==> src/rtl/sv32_ptw_tlb_if.sv <==
// Core-side translation handshake and memory-side PTE read port for the
// Sv32 translation unit.
interface sv32_req_if;
  logic        req_valid;
  logic        req_ready;
  logic [31:0] req_vaddr;
  logic [1:0]  req_acc;
  logic        resp_valid;
  logic [33:0] resp_paddr;
  logic        resp_fault;

  modport master (output req_valid, req_vaddr, req_acc,
                  input  req_ready, resp_valid, resp_paddr, resp_fault);
  modport slave  (input  req_valid, req_vaddr, req_acc,
                  output req_ready, resp_valid, resp_paddr, resp_fault);
endinterface

interface sv32_mem_if;
  logic        mem_req_valid;
  logic        mem_req_ready;
  logic [33:0] mem_req_addr;
  logic        mem_resp_valid;
  logic [31:0] mem_resp_data;

  modport master (output mem_req_valid, mem_req_addr,
                  input  mem_req_ready, mem_resp_valid, mem_resp_data);
  modport slave  (input  mem_req_valid, mem_req_addr,
                  output mem_req_ready, mem_resp_valid, mem_resp_data);
endinterface

==> src/rtl/sv32_ptw_tlb.sv <==
// Sv32 translation unit: fully-associative TLB with round-robin refill and a
// two-level page-table walker that reports page faults to the core.
module sv32_ptw_tlb #(
  parameter int TLB_ENTRIES = 4,
  parameter bit CHECK_AD    = 1'b1,
  parameter int PA_WIDTH    = 34
) (
  input  logic         clock,
  input  logic         reset_n,
  input  logic         satp_mode,
  input  logic [21:0]  satp_ppn,
  input  logic         flush,
  sv32_req_if.slave    core,
  sv32_mem_if.master   mem
);

  localparam int IDX_W = (TLB_ENTRIES > 1) ? $clog2(TLB_ENTRIES) : 1;

  typedef enum logic [2:0] {IDLE, L1_REQ, L1_WAIT, L0_REQ, L0_WAIT, RESP} state_t;

  state_t                         state_q, state_d;
  logic [31:0]                    vaddr_q, vaddr_d;
  logic [1:0]                     acc_q, acc_d;
  logic [PA_WIDTH-1:0]            paddr_q, paddr_d;
  logic [PA_WIDTH-1:0]            mem_addr_q, mem_addr_d;
  logic                           fault_q, fault_d;
  logic                           flush_seen_q, flush_seen_d;
  logic [IDX_W-1:0]               rr_q, rr_d;
  logic [TLB_ENTRIES-1:0]         tlb_valid_q, tlb_valid_d;
  logic [TLB_ENTRIES-1:0]         tlb_mega_q, tlb_mega_d;
  logic [TLB_ENTRIES-1:0][19:0]   tlb_vpn_q, tlb_vpn_d;
  logic [TLB_ENTRIES-1:0][21:0]   tlb_ppn_q, tlb_ppn_d;
  logic [TLB_ENTRIES-1:0][4:0]    tlb_flags_q, tlb_flags_d;

  logic             hit;
  logic [IDX_W-1:0] hit_idx;
  logic [21:0]      pte_ppn;
  logic [4:0]       pte_flags;
  logic             pte_bad, pte_leaf, pte_fail;
  logic             fill_en, fill_mega;

  // Flags are packed {D, A, X, W, R}; access 11 behaves like a load.
  function automatic logic leaf_fail(input logic [4:0] f, input logic [1:0] acc);
    logic perm_ok;
    case (acc)
      2'b01:   perm_ok = f[1];
      2'b10:   perm_ok = f[2];
      default: perm_ok = f[0];
    endcase
    leaf_fail = !perm_ok || (CHECK_AD && (!f[3] || (acc == 2'b01 && !f[4])));
  endfunction

  assign pte_ppn   = mem.mem_resp_data[31:10];
  assign pte_flags = {mem.mem_resp_data[7], mem.mem_resp_data[6], mem.mem_resp_data[3],
                      mem.mem_resp_data[2], mem.mem_resp_data[1]};
  assign pte_bad   = !mem.mem_resp_data[0] || (!mem.mem_resp_data[1] && mem.mem_resp_data[2]);
  assign pte_leaf  = mem.mem_resp_data[1] || mem.mem_resp_data[3];
  assign pte_fail  = leaf_fail(pte_flags, acc_q);

  // Lowest matching slot wins; megapage entries ignore vpn0.
  always_comb begin
    hit     = 1'b0;
    hit_idx = '0;
    for (int i = TLB_ENTRIES - 1; i >= 0; i--) begin
      if (tlb_valid_q[i] && tlb_vpn_q[i][19:10] == core.req_vaddr[31:22] &&
          (tlb_mega_q[i] || tlb_vpn_q[i][9:0] == core.req_vaddr[21:12])) begin
        hit     = 1'b1;
        hit_idx = IDX_W'(i);
      end
    end
  end

  always_comb begin
    state_d      = state_q;
    vaddr_d      = vaddr_q;
    acc_d        = acc_q;
    paddr_d      = paddr_q;
    fault_d      = fault_q;
    mem_addr_d   = mem_addr_q;
    flush_seen_d = flush_seen_q | (flush && state_q != IDLE);
    fill_en      = 1'b0;
    fill_mega    = 1'b0;
    case (state_q)
      IDLE: begin
        if (core.req_valid) begin
          vaddr_d      = core.req_vaddr;
          acc_d        = core.req_acc;
          flush_seen_d = 1'b0;
          fault_d      = 1'b0;
          state_d      = RESP;
          if (!satp_mode) begin
            paddr_d = {2'b00, core.req_vaddr};
          end else if (hit) begin
            fault_d = leaf_fail(tlb_flags_q[hit_idx], core.req_acc);
            paddr_d = tlb_mega_q[hit_idx] ?
                      {tlb_ppn_q[hit_idx][21:10], core.req_vaddr[21:0]} :
                      {tlb_ppn_q[hit_idx], core.req_vaddr[11:0]};
          end else begin
            mem_addr_d = {satp_ppn, core.req_vaddr[31:22], 2'b00};
            state_d    = L1_REQ;
          end
        end
      end
      L1_REQ: if (mem.mem_req_ready) state_d = L1_WAIT;
      L1_WAIT: begin
        if (mem.mem_resp_valid) begin
          state_d = RESP;
          fault_d = 1'b1;
          if (!pte_bad && pte_leaf) begin
            if (pte_ppn[9:0] == 10'd0) begin
              fault_d   = pte_fail;
              paddr_d   = {pte_ppn[21:10], vaddr_q[21:0]};
              fill_en   = !pte_fail;
              fill_mega = 1'b1;
            end
          end else if (!pte_bad) begin
            mem_addr_d = {pte_ppn, vaddr_q[21:12], 2'b00};
            fault_d    = fault_q;
            state_d    = L0_REQ;
          end
        end
      end
      L0_REQ: if (mem.mem_req_ready) state_d = L0_WAIT;
      L0_WAIT: begin
        if (mem.mem_resp_valid) begin
          state_d = RESP;
          fault_d = 1'b1;
          if (!pte_bad && pte_leaf) begin
            fault_d = pte_fail;
            paddr_d = {pte_ppn, vaddr_q[11:0]};
            fill_en = !pte_fail;
          end
        end
      end
      RESP:    state_d = IDLE;
      default: state_d = IDLE;
    endcase
  end

  // A flush seen at any point of the walk suppresses its refill.
  always_comb begin
    tlb_valid_d = tlb_valid_q;
    tlb_mega_d  = tlb_mega_q;
    tlb_vpn_d   = tlb_vpn_q;
    tlb_ppn_d   = tlb_ppn_q;
    tlb_flags_d = tlb_flags_q;
    rr_d        = rr_q;
    if (fill_en && !flush && !flush_seen_q) begin
      tlb_valid_d[rr_q] = 1'b1;
      tlb_mega_d[rr_q]  = fill_mega;
      tlb_vpn_d[rr_q]   = vaddr_q[31:12];
      tlb_ppn_d[rr_q]   = pte_ppn;
      tlb_flags_d[rr_q] = pte_flags;
      rr_d = (rr_q == IDX_W'(TLB_ENTRIES - 1)) ? '0 : rr_q + IDX_W'(1);
    end
    if (flush) tlb_valid_d = '0;
  end

  always_ff @(posedge clock or negedge reset_n) begin
    if (!reset_n) begin
      state_q      <= IDLE;
      vaddr_q      <= '0;
      acc_q        <= '0;
      paddr_q      <= '0;
      mem_addr_q   <= '0;
      fault_q      <= 1'b0;
      flush_seen_q <= 1'b0;
      rr_q         <= '0;
      tlb_valid_q  <= '0;
      tlb_mega_q   <= '0;
      tlb_vpn_q    <= '0;
      tlb_ppn_q    <= '0;
      tlb_flags_q  <= '0;
    end else begin
      state_q      <= state_d;
      vaddr_q      <= vaddr_d;
      acc_q        <= acc_d;
      paddr_q      <= paddr_d;
      mem_addr_q   <= mem_addr_d;
      fault_q      <= fault_d;
      flush_seen_q <= flush_seen_d;
      rr_q         <= rr_d;
      tlb_valid_q  <= tlb_valid_d;
      tlb_mega_q   <= tlb_mega_d;
      tlb_vpn_q    <= tlb_vpn_d;
      tlb_ppn_q    <= tlb_ppn_d;
      tlb_flags_q  <= tlb_flags_d;
    end
  end

  assign core.req_ready    = (state_q == IDLE);
  assign core.resp_valid   = (state_q == RESP);
  assign core.resp_paddr   = paddr_q;
  assign core.resp_fault   = fault_q;
  assign mem.mem_req_valid = (state_q == L1_REQ) || (state_q == L0_REQ);
  assign mem.mem_req_addr  = mem_addr_q;

endmodule
==> src/flat_wrapper.sv <==
// flat-port wrapper written by rule: the top's interface ports become plain ports
module sv32_ptw_tlb_flat 
#(
  parameter int TLB_ENTRIES = 4,
  parameter bit CHECK_AD    = 1'b1,
  parameter int PA_WIDTH    = 34
)
  (clock, reset_n, satp_mode, satp_ppn, flush, core_req_valid, core_req_vaddr, core_req_acc, core_req_ready, core_resp_valid, core_resp_paddr, core_resp_fault, mem_mem_req_valid, mem_mem_req_addr, mem_mem_req_ready, mem_mem_resp_valid, mem_mem_resp_data);
  sv32_req_if core_i ();
  sv32_mem_if mem_i ();
  input  logic clock;
  input  logic reset_n;
  input  logic satp_mode;
  input  logic [21:0] satp_ppn;
  input  logic flush;
  input wire logic [$bits(core_i.req_valid)-1:0] core_req_valid;
  input wire logic [$bits(core_i.req_vaddr)-1:0] core_req_vaddr;
  input wire logic [$bits(core_i.req_acc)-1:0] core_req_acc;
  output wire logic [$bits(core_i.req_ready)-1:0] core_req_ready;
  output wire logic [$bits(core_i.resp_valid)-1:0] core_resp_valid;
  output wire logic [$bits(core_i.resp_paddr)-1:0] core_resp_paddr;
  output wire logic [$bits(core_i.resp_fault)-1:0] core_resp_fault;
  output wire logic [$bits(mem_i.mem_req_valid)-1:0] mem_mem_req_valid;
  output wire logic [$bits(mem_i.mem_req_addr)-1:0] mem_mem_req_addr;
  input wire logic [$bits(mem_i.mem_req_ready)-1:0] mem_mem_req_ready;
  input wire logic [$bits(mem_i.mem_resp_valid)-1:0] mem_mem_resp_valid;
  input wire logic [$bits(mem_i.mem_resp_data)-1:0] mem_mem_resp_data;
  assign core_i.req_valid = core_req_valid;
  assign core_i.req_vaddr = core_req_vaddr;
  assign core_i.req_acc = core_req_acc;
  assign core_req_ready = core_i.req_ready;
  assign core_resp_valid = core_i.resp_valid;
  assign core_resp_paddr = core_i.resp_paddr;
  assign core_resp_fault = core_i.resp_fault;
  assign mem_mem_req_valid = mem_i.mem_req_valid;
  assign mem_mem_req_addr = mem_i.mem_req_addr;
  assign mem_i.mem_req_ready = mem_mem_req_ready;
  assign mem_i.mem_resp_valid = mem_mem_resp_valid;
  assign mem_i.mem_resp_data = mem_mem_resp_data;
  sv32_ptw_tlb #(.TLB_ENTRIES(TLB_ENTRIES), .CHECK_AD(CHECK_AD), .PA_WIDTH(PA_WIDTH)) u_core (.clock(clock), .reset_n(reset_n), .satp_mode(satp_mode), .satp_ppn(satp_ppn), .flush(flush), .core(core_i), .mem(mem_i));
endmodule
==> config.mk <==
export PLATFORM = sky130hd
export DESIGN_NAME = sv32_ptw_tlb_flat
export DESIGN_NICKNAME = d
export VERILOG_FILES = /design/src/rtl/sv32_ptw_tlb_if.sv /design/src/rtl/sv32_ptw_tlb.sv /design/src/flat_wrapper.sv
export SDC_FILE = /design/constraint.sdc
export NUM_CORES = 1
export LEC_CHECK = 0
export CAP_MARGIN = 20
export CORE_MARGIN = 5
export CORE_UTILIZATION = 38
export CTS_CLUSTER_SIZE = 8
export DETAILED_ROUTE_END_ITERATION = 6
export GPL_TIMING_DRIVEN = 0
export SYNTH_ARGS = -nofsm -noshare
export SYNTH_HDL_FRONTEND = slang
export SYNTH_SLANG_ARGS = --single-unit
==> constraint.sdc <==
create_clock -name clock -period 3 [get_ports clock]
set_input_delay 0.3 -clock clock [delete_from_list [all_inputs] [get_ports clock]]
set_output_delay 0.3 -clock clock [all_outputs]
set_load 0.02 [all_outputs]
==> run_results.csv, run 1 <==
group,metric,value,unit
pwr,ir_worst_vdd,0.000455,V
min_path,hp-class,"in2reg",
floorplan,rows,71,
logic_synthesis,synth_top_flop_cell,"dfrtp_1",
grt,first_global_vias,10800,
logic_synthesis,synth.most_common_cell,"dfrtp_1",
grt,grt_antenna_before_repair,1,
timing,maxSlewHeadroom,0.310,
cts,cts.sinks,303,
drt,drt_iter0_markers,774,
timing,period_minus_slack,2.93,ns
place,place_area,16500,um2
logic_synthesis,synth_area_leaders,"dfrtp_1, mux2_2, xnor2_1",
timing,clock_skew,0.0169,ns
floorplan,start_util,0.384,
place,portBuffers,140,
pwr,p_seq_frac,0.390,
place,place_ws,-0.801,ns
min_path,min_from,"core_req_vaddr[13]",
timing,postLayoutSetupSlackWorst,0.0732,ns
logic_synthesis,ys_ff_latch,303,
cells_and_area,final_layout_size_suffix_gt1_frac,0.242,
setup_path,critical_path_class,"reg2reg",
pwr,leakage,8.07,nW
setup_path,worst_ep_arrival_time,3.34,ns
cts,htree_levels,2,
outcome,status,"complete, no violations",
setup_path,required,3.41,ns
logic_synthesis,syn_avg_cell_area,11.6,um2
cells_and_area,nNetsFinal,1539,
cts,cts_tree,"done",
logic_synthesis,synth_edf_count,0,
flow_run,cap_violations,0,
cts,clk_root_buffer_cell,"clkbuf_16",
cts,cts_buffer_depth,3,
pwr,pwr-share-comb,0.313,
logic_synthesis,synth_top_area_cell,"dfrtp_1",
floorplan,die_h,205,um
logic_synthesis,yosysTopAreaCellShare,0.527,
grt,grt_max_degree,117,
timing,timing.final.max_slew_violations,0,
grt,grt_overflow_total,0,
setup_path,rr_startpoint,"u_core.tlb_vpn_q[41]",
grt,grt_pass1_wl,66.6,mm
pwr,pwr_density_cell,807,nW/um2
drt,via_count,10700,
cts,cts.clk_slew.worst_paths,0.05,ns
setup_path,reg2regPathDepth,10,
setup_path,r2r-end,"u_core.core.resp_paddr[27]",
pwr,p_int,9.48,mW
logic_synthesis,ys_types,60,
setup_path,end_kind,"register",
min_path,min_path_cells,2,
cells_and_area,syn_to_final_growth,24.1,%
drt,antenna_left,0,
cts,cts_buffers,43,
floorplan,dieArea,41900,um2
grt,grt_util_all_layers,0.206,
floorplan,core_area,37500,um2
setup_path,cp_max_fo,10,
setup_path,reg2reg_slack,0.07,ns
pwr,power_switching,4.92,mW
timing,fmax,342,MHz
timing,worst_pin_slew,1.02,ns
drt,vias_per_cell,5.49,
drt,first_pass_iters,5,
place,dp_hpwl,31.6,mm
logic_synthesis,syn_area,14400,um2
setup_path,critPathLaunchType,"register",
logic_synthesis,netlist_instances,1244,
floorplan,die_w,205,um
timing,period_share,0.976,
floorplan,io_pins,167,
drt,wl_per_cell,22.6,um
logic_synthesis,ys_top_cells_by_count,"dfrtp_1, mux2_2, nand2_1",
cts,clk_latency,0.53,ns
min_path,hold_path_end,"u_core.vaddr_q[13]",
cells_and_area,final_area,17900,um2
drt,drt-total-wl,43.9,mm
timing,setup_viol,0,
place,finalWeightedCongestion,0.848,
timing,finalHoldViolations,0,
cells_and_area,diodes,0,
drt,drc,0,
logic_synthesis,yosysWarnings,0,
pwr,sw_frac_of_total,0.341,
logic_synthesis,ys_async_sr_fraction,1.00,
logic_synthesis,yosysSeqAreaShare,0.527,
pwr,clockPowerShare,0.297,
[worst max path at each step]
stage                               from                    endpoint  slack [ns]
global placement                 reset_n   u_core.core.resp_paddr[3]      -11.92
finish              u_core.tlb_vpn_q[41]  u_core.core.resp_paddr[27]        0.07
CTS                      u_core.acc_q[0]        u_core.tlb_ppn_q[40]        0.03
floorplan                u_core.acc_q[0]       u_core.tlb_flags_q[5]        0.51
detailed placement    core_req_vaddr[23]  u_core.core.resp_paddr[27]       -0.80
global route        u_core.tlb_vpn_q[41]  u_core.core.resp_paddr[27]       -0.02
[cell type report]
class                           count  area, um2
Buffer                             93        469
Clock buffer                       46       1130
Fill cell                        3503      19600
Inverter                           20       75.1
Multi-Input combinational cell    825       6410
Sequential cell                   303       7580
Tap cell                          511        639
Timing Repair Buffer              150       1540
[per-layer routing]
| layer | global-route usage | up-vias | routed length [um] |
|---|---|---|---|
| met1 | 0.286 | 5469 | 19600 |
| met2 | 0.334 | 343 | 20700 |
| li1 | - | 4821 | - |
| met5 | 0 | - | 0 |
| met4 | 0.0562 | 0 | 1130 |
| met3 | 0.0382 | 69 | 2560 |
[critical path, stage by stage, from the launching register on]
cell,delay (ns)
dfrtp_1,0.39
xnor2_1,0.32
nand4_1,0.14
buf_4,0.19
o31ai_4,0.32
nand2_1,0.17
clkbuf_2,0.30
o221a_1,0.32
o221ai_1,0.30
a311oi_4,0.17
a21o_1,0.21
[metrics by stage]
step | std cells | power [mW] | hold WS (ns) | setup TNS [ns] | util
after floorplan | 1245 | 7.96 | 0.00441 | 0 | -
after global placement | 1896 | 10.0 | 0.460 | -3689.09 | 0.438
after detailed placement | 1899 | 10.1 | 0.395 | -95.55 | 0.441
after CTS | 1948 | 14.5 | 0.0587 | 0 | 0.474
after global routing | 1948 | 15.1 | 0.0571 | -0.0178 | 0.476
final | 1948 | 14.4 | 0.0696 | 0 | 0.476
[registers in the layout, indices dropped and copies added (netlist names)]
name / cells
u_core.acc_q: 2
u_core.core.resp_fault: 1
u_core.core.resp_paddr: 34
u_core.flush_seen_q: 1
u_core.mem.mem_req_addr: 32
u_core.rr_q: 2
u_core.state_q: 3
u_core.tlb_flags_q: 20
u_core.tlb_mega_q: 4
u_core.tlb_ppn_q: 88
u_core.tlb_valid_q: 4
u_core.tlb_vpn_q: 80
u_core.vaddr_q: 32
[power groups by stage]
stage / logic, mW / registers, mW / clock network (mW)
after floorplan: 2.02 / 5.95 / 0
after global placement: 4.39 / 5.66 / 0
after detailed placement: 4.45 / 5.68 / 0
after CTS: 4.50 / 5.62 / 4.34
after global routing: 4.86 / 5.71 / 4.55
final: 4.51 / 5.62 / 4.28
[cells by family after synthesis]
| kind of cell | after synthesis | share of synthesized area |
|---|---|---|
| buffers and inverters | 117 | 0.0377 |
| XOR/XNOR | 80 | 0.0487 |
| other | 1 | 0.000261 |
| AND/OR/NAND/NOR | 333 | 0.107 |
| adder cells (fa/ha/maj) | 8 | 0.00696 |
| AO/OA/AOI/OAI | 174 | 0.0942 |
| multiplexers | 228 | 0.178 |
| flip-flops | 303 | 0.527 |
[layout by cell type, fill, tap and decap left out, types with 10 or more instances in the layout]
cell type	Yosys	routed
a31oi_1	47	47
buf_2	37	30
a41oi_1	11	10
clkdlybuf4s50_1	0	139
clkbuf_1	50	43
nor2_1	87	85
mux2_2	210	210
dfrtp_1	303	303
or3_1	16	16
xnor2_1	72	72
buf_4	5	15
a21oi_1	11	11
o221ai_1	22	22
a222oi_1	10	10
nand2_1	118	116
nand3_1	29	29
nand2b_1	14	14
a21o_1	11	11
inv_1	20	20
nand4_1	27	27
and3_1	10	10
o221a_1	10	10
clkbuf_16	0	45
mux2_1	15	15
[timing repair]
item | in CTS | in global routing
buffers inserted | 2 | 4
hold buffers | 1 | 0
resized for setup | 16 | 30
cloned | 0 | 0
hold endpoints to repair | 115 | 0
pin swaps | 0 | 2
setup endpoints to repair | 124 | 176
Note: power is estimated with default switching activity, not from simulation.
==> run 2, diff against run 1 <==
CELL_PAD_IN_SITES_DETAIL_PLACEMENT = 2   (was unset)
CELL_PAD_IN_SITES_GLOBAL_PLACEMENT = 2   (was unset)
CORE_ASPECT_RATIO = 0.8   (was unset)
PLACE_DENSITY_LB_ADDON = 0.1   (was unset)
==> run 2 against run 1 <==
Flip-flop and latch count is the same. Sequential share of layout area shrank 0.12 points. Largest power group unchanged. Maximum frequency shrank 0.17%.
==> run_results.csv, run 2 (synthesis results as in run 1) <==
group,metric,value,unit
outcome,status,"complete, no violations",
cells_and_area,syn_to_final_growth,24.4,%
grt,grt_pass1_wl,78.8,mm
setup_path,required,3.43,ns
timing,period_minus_slack,2.93,ns
setup_path,end_kind,"register",
cts,htree_levels,2,
timing,finalHoldViolations,0,
timing,timing.final.max_slew_violations,0,
min_path,min_from,"core_req_vaddr[13]",
cts,clk_root_buffer_cell,"clkbuf_16",
grt,grt_antenna_before_repair,0,
place,place_area,16500,um2
grt,grt_overflow_total,0,
floorplan,die_w,228,um
drt,vias_per_cell,5.76,
floorplan,dieArea,41900,um2
drt,drt_iter0_markers,830,
cells_and_area,largest_reg_flops,88,
setup_path,worst_ep_arrival_time,3.36,ns
setup_path,cp-startpoint,"u_core.tlb_vpn_q[39]",
cells_and_area,final_area,17900,um2
place,dp_hpwl,37.0,mm
cells_and_area,mostFrequentLayoutCells,"dfrtp_1, mux2_2, clkdlybuf4s50_1",
timing,worst_pin_slew,0.903,ns
setup_path,cpPeakStageDelay,0.47,ns
pwr,ir_worst_vdd,0.000325,V
drt,antenna_left,0,
cells_and_area,final_common_cell,"dfrtp_1",
floorplan,die_h,184,um
cells_and_area,utilization,0.481,
timing,period_share,0.977,
setup_path,crit_chain,"xnor2_1 > nand4_1 > nor3_4 > buf_4 > o2111a_1 > a311oi_1 > a21bo_2 > or3_1 > a41oi_1",
place,portBuffers,140,
setup_path,cp_max_fo,10,
cts,cts_buffers,43,
cts,clk_latency,0.54,ns
floorplan,start_util,0.387,
timing,holdWs,0.0882,ns
setup_path,path_buf_inv,1,
pwr,leakage,8.13,nW
drt,drt-total-wl,52.6,mm
grt,first_global_vias,12300,
cells_and_area,final_layout_size_suffix_gt1_frac,0.255,
setup_path,rr_startpoint,"u_core.tlb_vpn_q[39]",
cells_and_area,nNetsFinal,1543,
place,finalWeightedCongestion,0.827,
floorplan,rows,63,
timing,tns,0,ns
grt,grt_max_degree,98,
timing,setup_viol,0,
setup_path,critical_path.top_delay_family,"simple AND/OR/NAND/NOR gates",
drt,first_pass_iters,7,
floorplan,core_area,37200,um2
pwr,pwr_density_cell,817,nW/um2
setup_path,critical_path_class,"reg2reg",
floorplan,io_pins,167,
min_path,hp-class,"in2reg",
setup_path,critPathLaunchType,"register",
timing,fmax,341,MHz
setup_path,crit_slowest_cell,"or3_1",
cts,cts.clk_slew.worst_paths,0.05,ns
place,place_ws,-0.875,ns
cts,cts_tree,"done",
drt,via_count,11100,
flow_run,cap_violations,0,
cts,cts_buffer_depth,3,
cts,cts.sinks,303,
grt,grt_util_all_layers,0.248,
cells_and_area,max_flop_register,"u_core.tlb_ppn_q",
timing,maxSlewHeadroom,0.390,
timing,postLayoutSetupSlackWorst,0.0683,ns
drt,drc,0,
drt,wl_per_cell,27.3,um
timing,clock_skew,0.0139,ns
run 2: per-layer routing:
metal	vias up	global-route usage	share of wire
li1	4850	-	-
met1	5872	0.346	0.45
met2	309	0.395	0.47
met3	78	0.0471	0.054
met4	0	0.0775	0.029
met5	-	0	0
run 2: through the flow:
stage	cells	power [mW]
6_report	1929	14.6
5_1_grt	1928	15.4
4_1_cts	1926	14.8
3_5_place_dp	1875	10.3
3_3_place_gp	1872	10.1
2_1_floorplan	1245	7.96
run 2: cell type report:
cell class	count	area, um2
Multi-Input combinational cell	825	6460
Clock inverter	2	32.5
Antenna cell	1	2.50
Timing Repair Buffer	153	1580
Inverter	20	75.1
Sequential cell	303	7580
Tap cell	487	609
Clock buffer	44	1080
Fill cell	3744	19300
Buffer	94	488
run 2: worst paths after layout:
| check | end | slack (ns) | depth (start not counted) |
|---|---|---|---|
| worst min-delay path | u_core.vaddr_q[13] | 0.09 | 2 |
| worst min register to register | u_core.tlb_flags_q[3] | 0.47 | 1 |
| worst max register to register | u_core.core.resp_paddr[16] | 0.07 | 9 |
| max in group asynchronous | u_core.tlb_flags_q[11] | 1.56 | 4 |
| worst max-delay path | u_core.core.resp_paddr[16] | 0.07 | 9 |
| min in group asynchronous | u_core.vaddr_q[12] | 0.25 | 2 |
run 2: report_power, final:
group | leakage [nW] | total (mW) | internal [mW] | switching (mW)
Clock | 0.545 | 4.28 | 2.52 | 1.75
Sequential | 3.97 | 5.69 | 4.91 | 0.786
Combinational | 3.62 | 4.67 | 1.99 | 2.68
Total | 8.13 | 14.6 | 9.41 | 5.22
run 2: what timing repair did:
item                       CTS  global route
hold endpoints to repair    39             0
gates resized for setup     28            39
pin swaps                    4             8
buffers inserted             4             5
hold buffers                 1             0
gates cloned                 0             0
setup endpoints to repair  197           163
